===== src/rtl/rom_fetch_pkg.sv =====
// Shared types and widths for the F8 byte-stream instruction fetch front-end.
package rom_fetch_pkg;

    typedef enum logic {
        IDLE = 1'b0,
        RUN  = 1'b1
    } fetch_state_t;

    localparam int BYTE_W = 8;
    localparam int ADDR_W = 16;

endpackage


===== src/rtl/fetch_byte_fifo.sv =====
// Circular prefetch byte buffer: two bytes in per push, one byte out per pop, synchronous flush.
module fetch_byte_fifo
    import rom_fetch_pkg::*;
#(
    parameter  int DEPTH = 4,
    localparam int PW    = $clog2(DEPTH),
    localparam int CW    = PW + 1
) (
    input  logic              clk,
    input  logic              reset,
    input  logic              flush,
    input  logic              push,
    input  logic [BYTE_W-1:0] push_lo,
    input  logic [BYTE_W-1:0] push_hi,
    input  logic              pop,
    output logic [CW-1:0]     count,
    output logic [BYTE_W-1:0] head_data
);

    logic [BYTE_W-1:0] mem [DEPTH];
    logic [PW-1:0]     wr_ptr;
    logic [PW-1:0]     rd_ptr;

    // Storage has no reset; only the pointers and count define what is valid.
    always_ff @(posedge clk) begin
        if (push) begin
            mem[wr_ptr]          <= push_lo;
            mem[wr_ptr + PW'(1)] <= push_hi;
        end
    end

    always_ff @(posedge clk) begin
        if (reset || flush) begin
            wr_ptr <= '0;
            rd_ptr <= '0;
            count  <= '0;
        end else begin
            if (push) wr_ptr <= wr_ptr + PW'(2);
            if (pop)  rd_ptr <= rd_ptr + PW'(1);
            case ({push, pop})
                2'b10:   count <= count + CW'(2);
                2'b01:   count <= count - CW'(1);
                2'b11:   count <= count + CW'(1);
                default: count <= count;
            endcase
        end
    end

    assign head_data = mem[rd_ptr];

endmodule


===== src/rtl/rom_fetch.sv =====
// Instruction fetch front-end over the dual even/odd ROM port, with redirect flush.
// Optional stall counter port enabled by defining ROM_FETCH_PERF_EN.
module rom_fetch
    import rom_fetch_pkg::*;
#(
    parameter logic [ADDR_W-1:0] RESET_PC  = 16'h4000,
    parameter int                BUF_BYTES = 4
) (
    input  logic              clk,
    input  logic              reset,
    input  logic              fetch_en,
    input  logic              redirect_valid,
    input  logic [ADDR_W-1:0] redirect_addr,
    output logic [ADDR_W-2:0] read_addr_even,
    output logic [ADDR_W-2:0] read_addr_odd,
    input  logic [BYTE_W-1:0] read_data_even,
    input  logic [BYTE_W-1:0] read_data_odd,
    output logic              out_valid,
    output logic [BYTE_W-1:0] out_data,
    output logic [ADDR_W-1:0] out_addr,
    input  logic              out_ready
`ifdef ROM_FETCH_PERF_EN
    ,
    output logic [15:0]       stall_count
`endif
);

    localparam int CW = $clog2(BUF_BYTES) + 1;

    fetch_state_t      state;
    fetch_state_t      state_next;
    logic [ADDR_W-1:0] fetch_ptr;
    logic [ADDR_W-1:0] ptr_plus1;
    logic [ADDR_W-1:0] head_addr;
    logic              pending;
    logic              pend_lo_odd;
    logic              space_ok;
    logic              issue;
    logic              pop;
    logic              push;
    logic [CW-1:0]     count;
    logic [BYTE_W-1:0] head_data;
    logic [BYTE_W-1:0] push_lo;
    logic [BYTE_W-1:0] push_hi;

    // Reserve room for the in-flight pair plus the new pair; a same-cycle pop is not credited.
    assign space_ok = (int'(count) + (pending ? 2 : 0) + 2) <= BUF_BYTES;

    always_ff @(posedge clk) begin
        if (reset) state <= RUN;
        else       state <= state_next;
    end

    always_comb begin
        state_next = state;
        issue      = 1'b0;
        case (state)
            RUN: begin
                if (!fetch_en) state_next = IDLE;
                issue = fetch_en && !redirect_valid && space_ok;
            end
            IDLE: begin
                if (fetch_en) state_next = RUN;
            end
            default: state_next = RUN;
        endcase
    end

    always_ff @(posedge clk) begin
        if (reset) begin
            fetch_ptr   <= RESET_PC;
            head_addr   <= RESET_PC;
            pending     <= 1'b0;
            pend_lo_odd <= 1'b0;
        end else if (redirect_valid) begin
            fetch_ptr <= redirect_addr;
            head_addr <= redirect_addr;
            pending   <= 1'b0;
        end else begin
            pending <= issue;
            if (issue) begin
                fetch_ptr   <= fetch_ptr + 16'd2;
                pend_lo_odd <= fetch_ptr[0];
            end
            if (pop) head_addr <= head_addr + 16'd1;
        end
    end

    // (p+1)>>1 equals p>>1 for even p, so one expression covers both alignments and the wrap.
    assign ptr_plus1      = fetch_ptr + 16'd1;
    assign read_addr_odd  = fetch_ptr[ADDR_W-1:1];
    assign read_addr_even = ptr_plus1[ADDR_W-1:1];

    assign push_lo = pend_lo_odd ? read_data_odd  : read_data_even;
    assign push_hi = pend_lo_odd ? read_data_even : read_data_odd;
    assign push    = pending && !redirect_valid;
    assign pop     = out_valid && out_ready;

    fetch_byte_fifo #(
        .DEPTH(BUF_BYTES)
    ) u_fifo (
        .clk      (clk),
        .reset    (reset),
        .flush    (redirect_valid),
        .push     (push),
        .push_lo  (push_lo),
        .push_hi  (push_hi),
        .pop      (pop),
        .count    (count),
        .head_data(head_data)
    );

    assign out_valid = (count != '0);
    assign out_data  = out_valid ? head_data : '0;
    assign out_addr  = head_addr;

`ifdef ROM_FETCH_PERF_EN
    always_ff @(posedge clk) begin
        if (reset || redirect_valid) begin
            stall_count <= '0;
        end else if (state == RUN && !out_valid && stall_count != 16'hFFFF) begin
            stall_count <= stall_count + 16'd1;
        end
    end
`endif

endmodule


===== config.mk =====
export PLATFORM = sky130hd
export DESIGN_NAME = rom_fetch
export DESIGN_NICKNAME = d
export VERILOG_FILES = /design/src/rtl/rom_fetch_pkg.sv /design/src/rtl/fetch_byte_fifo.sv /design/src/rtl/rom_fetch.sv
export SDC_FILE = /design/constraint.sdc
export NUM_CORES = 1
export LEC_CHECK = 0
export CORE_MARGIN = 4
export CORE_UTILIZATION = 56
export CTS_BUF_LIST = sky130_fd_sc_hd__clkbuf_8
export DETAILED_ROUTE_END_ITERATION = 8
export PLACE_DENSITY = 0.88
export SETUP_SLACK_MARGIN = 0.1
export SYNTH_ARGS = -nofsm -noshare
export SYNTH_HDL_FRONTEND = slang
export SYNTH_SLANG_ARGS = --single-unit

===== constraint.sdc =====
create_clock -name clk -period 8.3 [get_ports clk]
set_clock_uncertainty 0.15 [all_clocks]
set_input_delay 2.49 -clock clk [delete_from_list [all_inputs] [get_ports clk]]
set_output_delay 2.49 -clock clk [all_outputs]
set_load 0.005 [all_outputs]

; ---- Word-level counts from Yosys, hierarchy flattened
; Memory sizes are Yosys's and may differ from the RTL's. A register that Yosys moved wholly into a read port is not among the register bits.
; Index checks and enable logic that the tools add are counted.
[word_totals]
regBits = 42
latchBits = 0
ramBits = 32
mem_bits_ro = 0
inputBits = 37
out_inout_bits = 55
word_cells = 52
n_memories = 1
[classes]
n_addsub = 11
multipliers = 0
n_div = 0
magnitude_cmp = 1
n_eq_ne = 3
shift = 0
muxes = 15
bitwise = 1
reduce_logical = 12
[mem_list]
columns = name, depth, word_bits, read_ports, rd_clocked_by_memory_dff, wr, line
row1 = u_fifo.mem, 4, 8, 1, 1, 2, fetch_byte_fifo.sv:20  ; logic [BYTE_W-1:0] mem [DEPTH];
[op_table]
columns = cell, n
row1 = two-way mux 16 bit, 4
row2 = adder 16 x 1 -> 16 bit (second input constant), 2
row3 = two-way mux 8 bit, 3
row4 = adder 16 x 2 -> 16 bit (second input constant), 1
row5 = one-hot mux 3 bit (3 select lines), 1
row6 = two-way mux 2 bit, 3
row7 = nonzero test 3 bit, 2
row8 = adder 4 x 2 -> 5 bit (second input constant), 1
row9 = less-or-equal comparator 5 x 3 -> 1 bit (second input constant), 1
row10 = adder 2 x 1 -> 2 bit (second input constant), 2
row11 = adder 3 x 2 -> 4 bit, 1
row12 = equality test 2 bit (second input constant), 2
row13 = logical AND 1 bit, 4
row14 = two-way mux 1 bit, 4
row15 = nonzero test 2 bit, 2
row16 = adder 3 x 1 -> 3 bit (second input constant), 1
row17 = adder 3 x 2 -> 3 bit (second input constant), 1
row18 = subtractor 3 x 1 -> 3 bit (second input constant), 1
row19 = adder 2 bit (second input constant), 1
row20 = equality test 2 x 1 -> 1 bit (second input constant), 1
row21 = AND reduction 2 bit, 1
row22 = OR reduction 2 bit, 1
row23 = logical NOT 1 bit, 1
row24 = logical OR 1 bit, 1
row25 = inverter 1 bit, 1

; ---- Logic depth before layout (Yosys ltp)
[logic_depth]
word_depth = 8
depth_mapped = 11
ltp_nobuf = 8

; ---- Cells and area by module
; A second synthesis with hierarchy kept.
[unflattened]
cells_unflattened = 374
area_unflattened_um2 = 4010.1
[by_module_without_submodules]
columns = mod, n_inst, cells_per_inst, area_each_um2, seq_area_each_um2
row1 = rom_fetch, 1, 294, 2489.9, 700.7
row2 = fetch_byte_fifo, 1, 80, 1520.2, 1121.1

; ---- Worst setup path after synthesis
; Ideal clock, no wire load.
[synth_path]
path_type = input-to-reg
from = input redirect_valid
to = memory u_fifo.mem[0][0] (enable)
setup_ns = 0.409
arrival_ns = 4.265
setup_slack_ns = 3.476
cell_stages = 4
n_path_buf = 3
cell_sequence = clkbuf_1 -> clkbuf_1 -> buf_1 -> nor3_1
[synth_lines]
columns = item, line
row1 = "start, declared", rom_fetch.sv:12  ; input logic redirect_valid,
row2 = "end, declared", fetch_byte_fifo.sv:20

; ---- Worst setup path after layout
[layout_path]
from = register fetch_ptr[2]
to = output read_addr_even[12]
[layout_between]
elab_chain_cells = 1
[layout_lines]
columns = item, line
row1 = "start, declared", rom_fetch.sv:32  ; logic [ADDR_W-1:0] fetch_ptr;
row2 = "start signal, assigned", rom_fetch.sv:76  ; fetch_ptr <= redirect_addr;
row3 = "start signal, assigned", rom_fetch.sv:82  ; fetch_ptr <= fetch_ptr + 16'd2;
row4 = adder 16 x 1 -> 16 bit, rom_fetch.sv:90  ; assign ptr_plus1 = fetch_ptr + 16'd1;
row5 = "end, declared", rom_fetch.sv:14  ; output logic [ADDR_W-2:0] read_addr_even,
; No other way between the ends.

==> impl_metrics.py <==
metrics = {
    "sta": {
        "slew-limit-headroom_pct": 15.70,
        "finalWorstPathRequiredPeriod_ns": 5.300,
        "slew_violations": 0,
        "final-setup-viol-count": 0,
        "post-route-period-util_pct": 63.85,
        "tightestPinTransition_ns": 1.258,
        "max_freq_mhz": 188.7,
        "hold_viol": 0,
        "hold-worst-slack_ns": 0.3957,
        "setup_total_negative_slack_ns": 0,
        "setup_repair_after_global_routing_missed_its_margin": "no",
    },
    "clock_network": {
        "tritoncts.num_buffers": 9,
        "clock_tree_buffer_depth": 2,
        "post_cts.repair.setup_buffers": 0,
        "cts_hold_repair.buffers": 0,
        "clock_pin_slew_reported_for_the_worst_setup_and_hold_paths_after_clock_tree_synthesis_ns": 0.08,
        "cts.sink_count": 75,
        "post_cts.resized_instances": 0,
        "worst_skew_pair.late_latency_ns": 0.34,
        "cts_tree": "built",
        "htree_num_levels": 3,
        "cts_root_buffer": "sky130_fd_sc_hd__clkbuf_8",
    },
    "global_routing": {
        "grt_util_all_layers_pct": 22.80,
        "grt_start_max_net_pins": 39,
        "first_global_vias": 3225,
        "grt-ovfl-total": 0,
        "grt_antenna_before_repair": 0,
        "grt_first_pass_wirelength_um": 15640,
    },
    "setup_path": {
        "critical_path.slowest_cell": "sky130_fd_sc_hd__clkdlybuf4s50_1",
        "worst-setup-path-type": "reg2out",
        "cpLargestDelayFamily": "simple AND/OR/NAND/NOR gates",
        "max_stage_delay_ns": 0.53,
        "critPathLaunchType": "flip-flop",
        "timing.critical_path.buf_inv": 1,
        "worst_ep_arrival_time_ns": 2.66,
        "crit_chain": "ha_1, nand4_1, nor4_1, nand2_1, xnor2_1, clkdlybuf4s50_1",
        "setup.worst_path.end_class": "output pin",
        "critical_path_required_ns": 5.66,
        "timing.critical_path.fanout_max": 6,
    },
    "logic_synthesis": {
        "synth_enable_flop_cells": 32,
        "postSynthNetCount": 440,
        "ys.warnings.count": 0,
        "synthCells": 397,
        "ys_types": 47,
        "post_synth.cell_area_avg_sq_um": 10.21,
        "post-synth-top-area-cell": "sky130_fd_sc_hd__edfxtp_1",
        "yosysTopAreaCellShare_pct": 23.70,
        "synth-main-ff-cell": "sky130_fd_sc_hd__dfxtp_1",
        "synth_async_sr_flop_share_pct": 0,
        "synth-seq-cells": 75,
        "syn-cell-area_sq_um": 4055,
        "synth_seq_area_share_pct": 44.92,
        "post_synth_main_area_contributors": "sky130_fd_sc_hd__edfxtp_1 24%, sky130_fd_sc_hd__dfxtp_1 21%, sky130_fd_sc_hd__xnor2_1 5.6%",
    },
    "drt": {
        "totalWireLength_um": 9502,
        "route.met3.wl_um": 605,
        "drt_first_iter_violations": 197,
        "via_per_inst": 5.673,
        "wl_met1_um": 3861,
        "number_of_optimization_iterations_in_the_first_detailed_route_pass": 4,
        "wl_met2_um": 4880,
        "route.top_layer_used": "met4",
        "ant_nets": 0,
        "routed_wire_length_per_instance_um": 17.00,
        "drt_drc_violations_left": 0,
        "dr_total_vias": 3171,
    },
    "layout": {
        "mostFrequentLayoutCells": "91 x sky130_fd_sc_hd__clkdlybuf4s50_1, 43 x sky130_fd_sc_hd__dfxtp_1, 32 x sky130_fd_sc_hd__edfxtp_1",
        "layout.cells.most_common": "sky130_fd_sc_hd__clkdlybuf4s50_1",
        "area_growth_syn_to_layout_pct": 26.16,
        "multiInputGateArea_sq_um": 1923,
        "layout.area.seq_sq_um": 1822,
        "num-fill-cells": 488,
        "antenna-diode-count": 0,
        "finalNetCount": 501,
        "final_layout_size_suffix_gt1_share_pct": 10.15,
    },
    "die": {
        "num_rows": 30,
        "io_pins": 92,
        "fp.dieH_um": 93.10,
        "initial_standard_cell_utilization_of_the_core_pct": 58.71,
        "die_width_um": 93.10,
        "dieArea_sq_um": 8667,
        "placeableCoreArea_sq_um": 6907,
    },
    "hold_path": {
        "hold_path_class": "reg2reg",
    },
    "pwr": {
        "worst_ir_drop_vdd_mv": 0.1133,
        "p_leak_nw": 1.732,
        "power_density_over_the_cells_nw_per_um2": 168.7,
    },
    "run_status": {
        "status": "finished, final reports clean",
    },
    "place": {
        "place_congestion": 0.8106,
        "io_buffers": 91,
        "hpwl_after_detailed_placement_um": 6917,
    },
    "job": {
        "timing.max_cap.violations": 0,
    },
}
-- flip-flops by register name (all words and copies together) (netlist names), named ones only --
name           cells
state              1
u_fifo.mem        32
out_addr          16
u_fifo.count       3
fetch_ptr         16
u_fifo.wr_ptr      1
pend_lo_odd        1
u_fifo.rd_ptr      2
pending            1
-- per-layer routing --
| layer | GRT usage (%) | vias up |
|---|---|---|
| li1 | - | 1533 |
| met4 | 6.960 | 0 |
| met5 | 0 | - |
| met2 | 39.95 | 122 |
| met1 | 27.71 | 1497 |
| met3 | 5.471 | 19 |
-- power breakdown --
group / internal (W) / switching, W
combinational: 0.0000676 / 0.0000429
sequential: 0.000398 / 0.0000212
clock: 0.000199 / 0.000135
total: 0.000665 / 0.000199
-- synthesized netlist by cell type (3+ instances only) --
cell and instances:
sky130_fd_sc_hd__a21oi_1 21, sky130_fd_sc_hd__nand2_1 24, sky130_fd_sc_hd__or3_1 5, sky130_fd_sc_hd__mux4_2 8, sky130_fd_sc_hd__or2_2 3, sky130_fd_sc_hd__xor2_1 10
sky130_fd_sc_hd__and4_1 5, sky130_fd_sc_hd__nand4_1 8, sky130_fd_sc_hd__mux2_2 16, sky130_fd_sc_hd__nor4_1 8, sky130_fd_sc_hd__a21boi_0 17, sky130_fd_sc_hd__xnor2_1 26
sky130_fd_sc_hd__clkbuf_1 19, sky130_fd_sc_hd__nor2_1 18, sky130_fd_sc_hd__a211oi_1 6, sky130_fd_sc_hd__nor3_1 12, sky130_fd_sc_hd__nor2b_1 10, sky130_fd_sc_hd__ha_1 5
sky130_fd_sc_hd__o31a_1 14, sky130_fd_sc_hd__inv_1 25, sky130_fd_sc_hd__buf_2 6, sky130_fd_sc_hd__dfxtp_1 43, sky130_fd_sc_hd__buf_4 15, sky130_fd_sc_hd__nor3b_1 4
sky130_fd_sc_hd__edfxtp_1 32, sky130_fd_sc_hd__nand3_1 12
-- per-stage QoR --
step | cells | power (W) | util (%) | setup WS [ns] | cell area, sq um
6_report | 559 | 0.0008632 | 74.08 | 3.000 | 5116
5_1_grt | 559 | 0.0008954 | 74.08 | 2.828 | 5116
4_1_cts | 559 | 0.0008690 | 74.08 | 3.019 | 5116
3_5_place_dp | 543 | 0.0005367 | 70.62 | 3.234 | 4877
3_3_place_gp | 543 | 0.0005330 | 70.62 | 3.345 | 4877
2_1_floorplan | 397 | 0.0004785 | - | 3.476 | 4055
-- logic make-up (layout without fill, tap and decap cells) --
| group | count (synthesis) | in the layout | share of synthesized area (%) |
|---|---|---|---|
| fa+ha+maj | 6 | 6 | 2.036 |
| simple gates | 115 | 115 | 15.15 |
| mux | 25 | 25 | 9.133 |
| compound gates | 73 | 73 | 13.21 |
| flops | 75 | 75 | 44.92 |
| xor+xnor | 36 | 36 | 7.775 |
| buf+inv | 67 | 133 | 7.776 |
-- tightest hold or removal path, cell delays in order, from the launching register on --
cell and delay, ns:
sky130_fd_sc_hd__dfxtp_1 0.33, sky130_fd_sc_hd__xor2_1 0.07, sky130_fd_sc_hd__nor2_1 0.11
-- final timing paths --
path | from | endpoint | slack (ns) | cells past startpoint
setup / recovery | fetch_ptr[2]$_SDFFE_PP0P_ | read_addr_even[12] | 3.00 | 6
hold / removal | u_fifo.rd_ptr[1]$_SDFFE_PP0P_ | flip-flop | 0.40 | 2
setup reg to reg | u_fifo.count[1]$_SDFFE_PP0P_ | fetch_ptr[13]$_SDFFE_PP0P_ | 5.67 | 8
hold reg to reg | u_fifo.rd_ptr[1]$_SDFFE_PP0P_ | flip-flop | 0.40 | 2
-- final cells by class --
cell class	count	share of cell area, %
clock inverters	7	2.250
well taps	96	2.348
repair buffers	92	17.95
multi-input cells	255	37.59
inverters	25	1.834
flip-flops and latches	75	35.61
clock buffers	9	2.421
Power figures use the tool's default switching activity.
